$ cat config.mk
export PLATFORM = sky130hd
export DESIGN_NAME = io_bank_fabric
export DESIGN_NICKNAME = d
export VERILOG_FILES = /design/src/rtl/io_bank_fabric.sv
export SDC_FILE = /design/constraint.sdc
export NUM_CORES = 1
export LEC_CHECK = 0
export ABC_AREA = 1
export CORE_UTILIZATION = 39
export CTS_CLUSTER_DIAMETER = 40
export DETAILED_ROUTE_END_ITERATION = 16
export HOLD_SLACK_MARGIN = 0.15
export PLACE_DENSITY = 0.92
export SETUP_SLACK_MARGIN = 0.02
export SLEW_MARGIN = 40
export SYNTH_ARGS = -nofsm -noshare
export SYNTH_HDL_FRONTEND = slang
export SYNTH_SLANG_ARGS = --single-unit
export TNS_END_PERCENT = 10
$ cat constraint.sdc
create_clock -name clk_i -period 1.8 [get_ports clk_i]
set_input_delay 0.18 -clock clk_i [delete_from_list [all_inputs] [get_ports clk_i]]
set_output_delay 0.18 -clock clk_i [all_outputs]
set_load 0.1 [all_outputs]
$ cat src/rtl/io_bank_fabric.sv
// io_bank_fabric: CPU address decoder with banked IO channels, per-channel
// wait-state insertion, registered read-data select and a sticky error flag.
module io_bank_fabric #(
  parameter int unsigned NUM_CH        = 8,
  parameter int unsigned WS_WIDTH      = 4,
  parameter logic [7:0]  UNMAPPED_DATA = 8'hFF
) (
  input  logic                         clk_i,
  input  logic                         rst_i,
  input  logic [15:0]                  addr_i,
  input  logic                         we_i,
  input  logic [7:0]                   data_i,
  output logic                         rdy_o,
  output logic                         ram_cs_o,
  output logic                         ram_we_o,
  output logic                         rom_cs_o,
  output logic [NUM_CH-1:0]            ch_cs_o,
  input  logic [NUM_CH*WS_WIDTH-1:0]   ch_ws_i,
  input  logic [7:0]                   ram_data_i,
  input  logic [7:0]                   rom_data_i,
  input  logic [NUM_CH*8-1:0]          ch_data_i,
  output logic [7:0]                   cpu_data_o,
  output logic [15:0]                  bank_o,
  output logic                         rom_en_o,
  output logic                         err_o
);

  localparam int unsigned CH_W = (NUM_CH > 1) ? $clog2(NUM_CH) : 1;

  typedef enum logic {ST_RUN, ST_WAIT} state_t;
  typedef enum logic [2:0] {SEL_NONE, SEL_RAM, SEL_ROM, SEL_CH, SEL_REG} sel_t;

  state_t              state_q, state_d;
  sel_t                sel_q, sel_d;
  logic [WS_WIDTH-1:0] cnt_q, cnt_d;
  logic                waited_q, waited_d;
  logic [CH_W-1:0]     ch_q, ch_d;
  logic [1:0]          reg_q, reg_d;
  logic                rdy_d, ram_cs_d, ram_we_d, rom_cs_d, rom_en_d, err_d;
  logic [NUM_CH-1:0]   ch_cs_d;
  logic [15:0]         bank_d;

  logic                is_reg, is_io, is_rom_always, is_overlay, ch_ok;
  logic [CH_W-1:0]     ch_idx;
  logic [WS_WIDTH-1:0] ws_c;

  // Address region decode and the wait-state count of the banked channel.
  always_comb begin
    is_reg        = (addr_i[15:2] == 14'd0);
    is_io         = (addr_i[15:8] == 8'hFE);
    is_rom_always = (addr_i[15:8] == 8'hFF);
    is_overlay    = (addr_i >= 16'hE000) && (addr_i <= 16'hFDFF);
    ch_ok         = (32'(bank_o) < NUM_CH);
    ch_idx        = bank_o[CH_W-1:0];
    ws_c          = ch_ws_i[32'(ch_idx)*WS_WIDTH +: WS_WIDTH];
  end

  // Next-state logic: decode on ready cycles, count down stalls in WAIT.
  always_comb begin
    state_d  = state_q;
    sel_d    = sel_q;
    cnt_d    = cnt_q;
    waited_d = waited_q;
    ch_d     = ch_q;
    reg_d    = reg_q;
    rdy_d    = rdy_o;
    ram_cs_d = ram_cs_o;
    ram_we_d = ram_we_o;
    rom_cs_d = rom_cs_o;
    ch_cs_d  = ch_cs_o;
    bank_d   = bank_o;
    rom_en_d = rom_en_o;
    err_d    = err_o;

    case (state_q)
      ST_RUN: begin
        if (rdy_o) begin
          waited_d = 1'b0;
          ram_cs_d = 1'b0;
          ram_we_d = 1'b0;
          rom_cs_d = 1'b0;
          ch_cs_d  = '0;
          sel_d    = SEL_NONE;
          if (is_reg) begin
            sel_d = SEL_REG;
            reg_d = addr_i[1:0];
            if (we_i) begin
              case (addr_i[1:0])
                2'd0:    bank_d[7:0]  = data_i;
                2'd1:    bank_d[15:8] = data_i;
                2'd2:    rom_en_d     = ~data_i[0];
                default: if (data_i[0]) err_d = 1'b0;
              endcase
            end
          end else if (is_io) begin
            if (ch_ok) begin
              sel_d = SEL_CH;
              ch_d  = ch_idx;
              for (int unsigned c = 0; c < NUM_CH; c++) begin
                ch_cs_d[c] = (c == 32'(ch_idx));
              end
              // waited blocks a second stall on the address still held after release
              if ((ws_c != '0) && !waited_q) begin
                cnt_d   = ws_c;
                rdy_d   = 1'b0;
                state_d = ST_WAIT;
              end
            end else begin
              err_d = 1'b1;
            end
          end else if (is_rom_always || is_overlay) begin
            if (we_i) begin
              ram_cs_d = 1'b1;
              ram_we_d = 1'b1;
              sel_d    = SEL_RAM;
            end else if (is_rom_always || rom_en_o) begin
              rom_cs_d = 1'b1;
              sel_d    = SEL_ROM;
            end else begin
              ram_cs_d = 1'b1;
              sel_d    = SEL_RAM;
            end
          end else begin
            ram_cs_d = 1'b1;
            ram_we_d = we_i;
            sel_d    = SEL_RAM;
          end
        end
      end
      ST_WAIT: begin
        if (cnt_q == WS_WIDTH'(1)) begin
          cnt_d    = '0;
          rdy_d    = 1'b1;
          waited_d = 1'b1;
          state_d  = ST_RUN;
        end else begin
          cnt_d = cnt_q - WS_WIDTH'(1);
        end
      end
      default: state_d = ST_RUN;
    endcase
  end

  // State and output registers with synchronous reset.
  always_ff @(posedge clk_i) begin
    if (rst_i) begin
      state_q  <= ST_RUN;
      sel_q    <= SEL_NONE;
      cnt_q    <= '0;
      waited_q <= 1'b0;
      ch_q     <= '0;
      reg_q    <= '0;
      rdy_o    <= 1'b1;
      ram_cs_o <= 1'b0;
      ram_we_o <= 1'b0;
      rom_cs_o <= 1'b0;
      ch_cs_o  <= '0;
      bank_o   <= '0;
      rom_en_o <= 1'b1;
      err_o    <= 1'b0;
    end else begin
      state_q  <= state_d;
      sel_q    <= sel_d;
      cnt_q    <= cnt_d;
      waited_q <= waited_d;
      ch_q     <= ch_d;
      reg_q    <= reg_d;
      rdy_o    <= rdy_d;
      ram_cs_o <= ram_cs_d;
      ram_we_o <= ram_we_d;
      rom_cs_o <= rom_cs_d;
      ch_cs_o  <= ch_cs_d;
      bank_o   <= bank_d;
      rom_en_o <= rom_en_d;
      err_o    <= err_d;
    end
  end

  // Read-data mux driven by the registered select.
  always_comb begin
    cpu_data_o = UNMAPPED_DATA;
    case (sel_q)
      SEL_RAM: cpu_data_o = ram_data_i;
      SEL_ROM: cpu_data_o = rom_data_i;
      SEL_CH:  cpu_data_o = ch_data_i[32'(ch_q)*8 +: 8];
      SEL_REG: begin
        case (reg_q)
          2'd0:    cpu_data_o = bank_o[7:0];
          2'd1:    cpu_data_o = bank_o[15:8];
          2'd2:    cpu_data_o = {7'b0, ~rom_en_o};
          default: cpu_data_o = {7'b0, err_o};
        endcase
      end
      default: cpu_data_o = UNMAPPED_DATA;
    endcase
  end

endmodule

## Word level (Yosys, flattened, before mapping)

Index checks and enable logic that the tools add are counted.

- Output and inout bits: 38
- Register bits: 44
- Input bits: 139
- Word-level logic and storage cells: 128

- Muxes and demuxes: 54
- Reduce and logical (&&, ||, !) cells: 21
- Add/subtract/negate cells: 1
- Equal/unequal tests: 28
- Bitwise operators: 4
- Shift operators: 2
- Order comparisons: 3

Operators with widths:

| kind | number |
|---|---|
| variable part select 64 x 7 -> 8 bit | 1 |
| two-way mux 1 bit | 33 |
| case mux 8 bit (4 select lines) | 1 |
| variable part select 32 x 6 -> 4 bit | 1 |
| AND reduction 5 bit | 5 |
| two-way mux 4 bit | 6 |
| two-way mux 8 bit | 3 |
| case mux 8 bit (3 select lines) | 1 |
| != test 2 bit (second input constant) | 9 |
| == test 8 bit (second input constant) | 2 |
| >= comparator 16 bit (second input constant) | 1 |
| <= comparator 16 bit (second input constant) | 1 |
| < comparator 16 x 4 -> 1 bit (second input constant) | 1 |
| logical NOT 14 bit | 1 |
| == test 3 bit (first input constant) | 4 |
| two-way mux 3 bit | 3 |
| case mux 4 bit (2 select lines) | 1 |
| AND reduction 7 bit | 1 |
| == test 2 x 3 -> 1 bit (first input constant) | 2 |
| == test 3 x 2 -> 1 bit (second input constant) | 2 |
| two-way mux 2 bit | 3 |
| case mux 1 bit (2 select lines) | 3 |
| == test 2 x 1 -> 1 bit (second input constant) | 2 |
| == test 2 bit (second input constant) | 2 |
| 17 further kinds | 24 |

## Longest topological paths before layout

Gate-level depths: netlist (run 1).

- Depth after elaboration: 9
- Mapped depth: 15
- Mapped depth without buffers: 14

## Worst setup path after synthesis (run 1)

Ideal clock, no wire load.

- Kind: register to output
- Start: register bank_o[0]
- End: output cpu_data_o[0]
- Data required time: 1.620 ns
- Path buffers: 1
- Arrival: 2.488 ns
- Cell stages (with the launch flop): 6
- Path slack: -0.868 ns
- Cells stage by stage: dfxtp_1 > inv_2 > buf_6 > o221ai_1 > o311ai_0 > nand3_1

- Longest elaborated chain between the ends: 2

RTL lines:

| element | RTL line | text |
|---|---|---|
| start: declaration | 23 | `output logic [15:0] bank_o,` |
| start signal: assignment | 173 | `bank_o <= bank_d;` |
| case mux 8 bit (3 select lines) | 187 | `case (reg_q)` |
| case mux 8 bit (4 select lines) | 182 | `case (sel_q)` |
| end: declaration | 22 | `output logic [7:0] cpu_data_o,` |

No other way between the ends.

## Worst setup path in the final report (run 1)

- Start: register ch_q[0]
- End: output cpu_data_o[4]

- Longest elaborated chain between the ends: 2

RTL lines:

| element | RTL line | text |
|---|---|---|
| start: declaration | 37 | `logic [CH_W-1:0] ch_q, ch_d;` |
| start signal: assignment | 166 | `ch_q <= ch_d;` |
| variable part select 64 x 7 -> 8 bit | 185 | `SEL_CH: cpu_data_o = ch_data_i[32'(ch_q)*8 +: 8];` |
| case mux 8 bit (4 select lines) | 182 |  |

No other way between the ends.

==> impl_metrics.ini, run 1 <==
[status]
outcome = finished with violations
violations = setup timing

[logic_synthesis]
syn-num-nets = 671
syn_area_sq_um = 3199
yosysSeqAreaShare = 0.2753
yosysUniqueCellTypes = 36
syn_inst = 530
syn_area_per_cell_sq_um = 6.036
synth_seq_cells = 44
synth.yosys.warnings = 0

[critical_path]
worstPathCellList = buf_12 -> mux2i_2 -> o221ai_1 -> nand3_1 -> nand4_1 -> buf_12
crit_fanout = 12
path_class = reg2out
cp_num_buf_inv = 2
critPathCapture = cpu_data_o[4]
cp-start-kind = flop
cp-end-kind = output pin
worstReg2RegEnd = cnt_q[3]
cp-startpoint = ch_q[0]
r2r_slack_ps = 50
cp_top_family = flip-flops
reg2reg_from = bank_o[0]
crit_cells = 6
crit_top_cell = buf_12
slowest_delay_ps = 420
worstPathRequired_ps = 1620
slowest_stage = dfxtp_4
cp_data_arrival_time_ps = 1770
rr_worst_depth = 14

[finish]
drive_above_1_share = 0.1847
instances_no_fill = 822
area_growth_pct = 73.80
n_fill_cell = 613
final_nets = 860
antenna_cells = 0

[power]
p_int_mw = 1.777
total_power_mw = 2.452
peakVddDrop_v = 0.0002750
switchingPower_mw = 0.6753
p_clk_frac = 0.299
pwr-share-comb = 0.301
seqPwrFrac = 0.400
swShare = 0.2754
p_leak_nw = 2.401
power_density_nw_per_um2 = 441.0

[global_routing]
grt_overflow = 0
grt_usage = 0.2685
antenna_found_initial = 0
grt_pass1_wl_mm = 18.71
grt_max_degree = 39
first_global_vias = 4122

[sta]
max_freq_ghz = 0.5140
hold_violations = 0
fin_crit_sh = 1.081
slew_headroom = 0.6891
rsz0062_at_grt = true
fin_skew_ps = 7.186
layout_setup_ws_ps = -145.6
worstMarginPinSlew_ps = 465.9
final-setup-viol-count = 8
fin_crit_ps = 1946
maxSlewViolCount = 0

[routing]
vias_per_cell = 5.237
drcViolationCount = 0
drt_iter0_markers = 217
finalWirelength_mm = 12.21
antenna_left = 0
vias = 4305
wl_per_cell_um = 14.86
drtPass1Iterations = 5

[placed_design]
place_hpwl_mm = 9.492
place_inst = 811
numPortBuffers = 176
dp_slack_ps = -238.5
place_congestion = 0.8861

[clocking]
cts_inserted_buffers = 5
cts.sinks = 44
cts-hold-fix-buffers = 0
root_buffer = clkbuf_8
cts_htree_levels = 2
path_clk_slew_ps = 80
clk_path_buf_depth = 2
clk_latency_ps = 290
cts_tree = built

[floorplanning]
dieWidth_um = 92.57
core_area_sq_um = 7848
die_area_sq_um = 8569
initial_core_util = 0.4077
die_h_um = 92.57
std_cell_rows = 32
ios = 177

[flow_run]
drv_cap = 0

[hold_path]
hp-class = reg2reg
hold_depth = 2
## Yosys cell counts
| master | number | area, sq um |
|---|---|---|
| nand3_4 | 1 | 17.52 |
| nand4_1 | 2 | 12.51 |
| o221ai_1 | 14 | 122.6 |
| nor4_1 | 1 | 6.260 |
| xnor2_1 | 1 | 8.760 |
| a22o_1 | 6 | 52.55 |
| or2_2 | 1 | 6.260 |
| dfxtp_1 | 44 | 880.8 |
| o22ai_1 | 2 | 12.51 |
| nor3_1 | 6 | 30.03 |
| inv_2 | 2 | 7.510 |
| a221oi_1 | 1 | 8.760 |
| or2_1 | 2 | 12.51 |
| a22oi_1 | 1 | 7.510 |
| inv_1 | 43 | 161.4 |
| nor3_4 | 2 | 32.53 |
| buf_1 | 3 | 11.26 |
| nand3_2 | 1 | 10.01 |
| o32ai_1 | 3 | 26.28 |
| xor2_1 | 1 | 8.760 |
| clkbuf_1 | 12 | 45.04 |
| nand3_1 | 43 | 215.2 |
| nand2_2 | 2 | 12.51 |
| o211ai_1 | 4 | 30.03 |
| ha_1 | 2 | 25.02 |
| clkinv_2 | 1 | 5.000 |
| buf_6 | 3 | 33.78 |
| a21oi_1 | 16 | 80.08 |
| nor3_2 | 3 | 30.03 |
| buf_2 | 5 | 25.02 |
| o21ai_0 | 33 | 165.2 |
| mux2i_1 | 13 | 130.1 |
| nor2_1 | 85 | 319.1 |
| o311ai_0 | 1 | 8.760 |
| nand2_1 | 169 | 634.4 |
| clkinv_1 | 1 | 3.750 |
## flip-flops by register name (all words and copies together), names as in the netlist, 2 cells and up
name     cells
bank_o      16
ch_cs_o      8
cnt_q        4
ch_q         3
sel_q        3
reg_q        2
## area by class of cell
cell class	instances	area (sq um)	share of cell area
Multi-Input combinational cell	416	2130	0.3830
Timing Repair Buffer	205	2090	0.3758
Sequential cell	44	914.6	0.1645
Inverter	47	182.7	0.03285
Tap cell	102	127.6	0.02295
Clock buffer	7	107.6	0.01935
Clock inverter	1	8.758	0.001575
## worst min-delay path, cell delays in order (launching register included)
cell	delay, ps
dfxtp_1	320
nand3_1	70
nand2_1	50
## worst min path at each step
stage / to / slack, ps / from
floorplan: rom_en_o / 280 / data_i[0]
global placement: waited_q / 460 / waited_q
detailed placement: ch_cs_o[2] / 460 / ch_cs_o[2]
CTS: ch_cs_o[2] / 480 / ch_cs_o[2]
global route: rom_en_o / 500 / data_i[0]
finish: ch_cs_o[2] / 470 / ch_cs_o[2]
## cells in the final DEF, fill, tap and decap left out, types with 3 or more instances in the layout
master / Yosys / layout
nand2_1: 169 / 168
clkdlybuf4s50_1: 0 / 138
nor2_1: 85 / 81
buf_4: 0 / 51
inv_1: 43 / 40
nand3_1: 43 / 38
o21ai_0: 33 / 30
dfxtp_1: 44 / 23
dfxtp_2: 0 / 18
buf_12: 0 / 15
a21oi_1: 16 / 14
o221ai_1: 14 / 14
mux2i_1: 13 / 9
nand3_2: 1 / 6
a22o_1: 6 / 6
clkbuf_8: 0 / 6
inv_2: 2 / 5
nor3_1: 6 / 5
o211ai_1: 4 / 4
nor3_2: 3 / 3
nand2_2: 2 / 3
nor3_4: 2 / 3
mux2i_2: 0 / 3
nor2_2: 0 / 3
dfxtp_4: 0 / 3
## power groups by stage
stage	clock network [mW]	logic, mW	registers [mW]
floorplan	0	0.259	1.03
global placement	0	0.708	1.00
detailed placement	0	0.719	1.00
CTS	0.738	0.730	0.980
global route	0.781	0.778	0.981
finish	0.734	0.738	0.980
## through the flow
stage	TNS, ps	utilization	cell area (sq um)	hold WS (ps)
floorplan	-1130	-	3286	283.9
global placement	-610.8	0.6776	5318	457.2
detailed placement	-3130	0.6776	5318	462.9
CTS	-902.2	0.6998	5492	476.0
global route	-1884	0.7085	5560	498.9
finish	-740.8	0.7085	5560	472.9
## cell families after synthesis
kind of cell	share of synthesized area
AO/OA/AOI/OAI	0.1607
multiplexers	0.04067
AND/OR/NAND/NOR	0.4185
XOR/XNOR	0.005476
flip-flops	0.2753
adder cells (fa/ha/maj)	0.007820
buffers and inverters	0.09151
## layer usage
layer  track usage  part of all wire
met1        0.2961              0.38
met2        0.5043              0.51
met3       0.05172             0.081
met4       0.09766             0.028
met5             0                 0
## repair_timing
action                                  CTS  global route
pin swaps                                 4             6
resized for setup                        13            16
gates cloned                              0             1
endpoints found under the setup margin    8            18
setup buffers                             2             0
Note: power is estimated with default switching activity, not from simulation.
==> inputs of run 2 (changes only) <==
--- a/config.mk
+++ b/config.mk
@@ -5,7 +5,6 @@
 export SDC_FILE = /design/constraint.sdc
 export NUM_CORES = 1
 export LEC_CHECK = 0
-export ABC_AREA = 1
 export CORE_UTILIZATION = 39
 export CTS_CLUSTER_DIAMETER = 40
 export DETAILED_ROUTE_END_ITERATION = 16
==> impl_metrics.ini, run 2 <==
[critical_path]
crit_top_cell = buf_12
worstPathCellList = buf_12 -> mux4_2 -> mux2i_2 -> buf_4 -> o21ai_4 -> buf_12
cp-startpoint = ch_q[0]
reg2reg_from = bank_o[14]
cp_top_family = multiplexers
slowest_stage = mux4_2
cp-end-kind = output pin
worstReg2RegEnd = cnt_q[1]
cp-start-kind = flop
path_class = reg2out
r2r_slack_ps = -190
worstPathRequired_ps = 1620
rr_worst_depth = 7
crit_fanout = 8
cp_num_buf_inv = 3
cp_data_arrival_time_ps = 1970
slowest_delay_ps = 530

[logic_synthesis]
synth.yosys.warnings = 0
synth-main-ff-cell = dfxtp_1
synth_edf_count = 0
synth_area_leader_cell = dfxtp_1
syn_area_sq_um = 3177
syn_area_per_cell_sq_um = 8.752
syn-num-nets = 504
async_flop_share = 0
syn_inst = 363
yosys-top-cells-area = dfxtp_1 28%, mux4_2 16%, mux2i_1 13%
yosysSeqAreaShare = 0.2773
synth_top_area_share = 0.2773
synth_common_cells = 44 x dfxtp_1, 44 x nand2_1, 42 x mux2i_1, 34 x o21ai_0, 22 x mux4_2
yosysUniqueCellTypes = 52
synth_seq_cells = 44

[clocking]
path_clk_slew_ps = 90
clk_latency_ps = 300
root_buffer = clkbuf_8
cts.sinks = 44
cts_inserted_buffers = 5
cts_tree = built
clk_path_buf_depth = 2
cts_htree_levels = 2
cts-hold-fix-buffers = 0
post_cts_buffers = 0

[routing]
finalWirelength_mm = 14.94
vias = 4182
vias_per_cell = 6.186
drtPass1Iterations = 6
wl_per_cell_um = 22.10
drcViolationCount = 0
drt_iter0_markers = 313
antenna_left = 0

[status]
violations = setup timing
outcome = finished with violations

[finish]
final_cell_mix = 138 x clkdlybuf4s50_1, 74 x buf_4, 44 x nand2_1, 35 x mux2i_1, 26 x dfxtp_1
instances_no_fill = 676
final_nets = 714
drive_above_1_share = 0.3136
top_regs = bank_o: 16 flops, ch_cs_o: 8 flops, cnt_q: 4 flops
largest_reg_flops = 16
final_util = 0.7519
area_growth_pct = 84.80
antenna_cells = 0
final_common_cell = clkdlybuf4s50_1
stdcell_area_sq_um = 5871
top_register = bank_o

[global_routing]
grt_pass1_wl_mm = 22.23
grt_usage = 0.3402
first_global_vias = 4298
grt_overflow = 0
antenna_found_initial = 0
grt_max_degree = 23

[flow_run]
drv_cap = 0

[sta]
worstMarginPinSlew_ps = 410.2
maxSlewViolCount = 0
fin_crit_sh = 1.197
max_freq_ghz = 0.4642
fin_skew_ps = 5.927
tns_ps = -4458
slew_headroom = 0.7245
fin_crit_ps = 2154
layout_setup_ws_ps = -354.1
rsz0062_at_grt = true
hold_violations = 0
final-setup-viol-count = 30

[floorplanning]
ios = 177
initial_core_util = 0.4069
dieWidth_um = 92.26
die_h_um = 92.26
core_area_sq_um = 7807
die_area_sq_um = 8511
std_cell_rows = 32

[hold_path]
hold_depth = 3
worstHoldEndpoint = bank_o[4]
worstHoldStart = data_i[4]
hp-class = in2reg

[placed_design]
place_hpwl_mm = 10.57
numPortBuffers = 176
place_congestion = 0.8923
dpl_cell_area_sq_um = 5535
place_inst = 667

[power]
peakVddDrop_v = 0.0004506
power_density_nw_per_um2 = 427.9
p_leak_nw = 2.246
-- run 2: worst max-delay path by stage --
stage | to | slack, ps | depth (start not counted)
finish | cpu_data_o[4] | -350 | 6
global route | cpu_data_o[4] | -390 | 6
CTS | cpu_data_o[4] | -300 | 6
detailed placement | bank_o[1] | -520 | 7
global placement | bank_o[5] | -350 | 7
floorplan | ch_cs_o[4] | -240 | 5
-- run 2: metal layers --
metal  part of all wire  track usage
met5                  0            0
met4              0.065       0.1875
met3              0.075      0.05970
met2               0.52       0.6219
met1               0.34       0.3690
-- run 2: what timing repair did --
action	in CTS	in global routing
resized for setup	32	16
endpoints found under the setup margin	36	43
pin swaps	5	10
gates cloned	1	0
-- run 2: through the flow --
step | worst slack (ps) | hold slack [ps] | power [mW]
after detailed placement | -521.9 | 455.8 | 1.721
after floorplan | -242.3 | 305.5 | 1.278
final | -354.1 | 461.5 | 2.512
after CTS | -300.3 | 464.7 | 2.475
after global routing | -392.0 | 455.7 | 2.580
after global placement | -346.3 | 447.5 | 1.698
-- run 2: kinds of logic (layout without fill, tap and decap cells) --
family | after synthesis | in the layout | synth area share
buf+inv | 36 | 247 | 0.04884
compound gates | 79 | 79 | 0.1544
simple gates | 137 | 137 | 0.2198
mux | 65 | 65 | 0.2918
flops | 44 | 44 | 0.2773
fa+ha+maj | 2 | 2 | 0.007876
-- run 2: tightest hold or removal path, stage by stage --
cell and delay (ps):
clkdlybuf4s50_1 410, nand2_1 80, mux2i_1 60
-- run 2: layout make-up --
cell class / count / area [sq um]
clock buffer: 5 / 68.82
clock inverter: 3 / 42.54
fill: 459 / 1937
inverter: 8 / 30.03
multi-input combinational: 283 / 2405
sequential: 44 / 915.9
tap: 102 / 127.6
timing repair buffer: 231 / 2281
-- run 2: where the power goes --
group	switching (mW)	internal [mW]	total, mW
logic	0.338	0.428	0.766
clock network	0.359	0.411	0.770
registers	0.00535	0.971	0.976
total	0.703	1.81	2.51
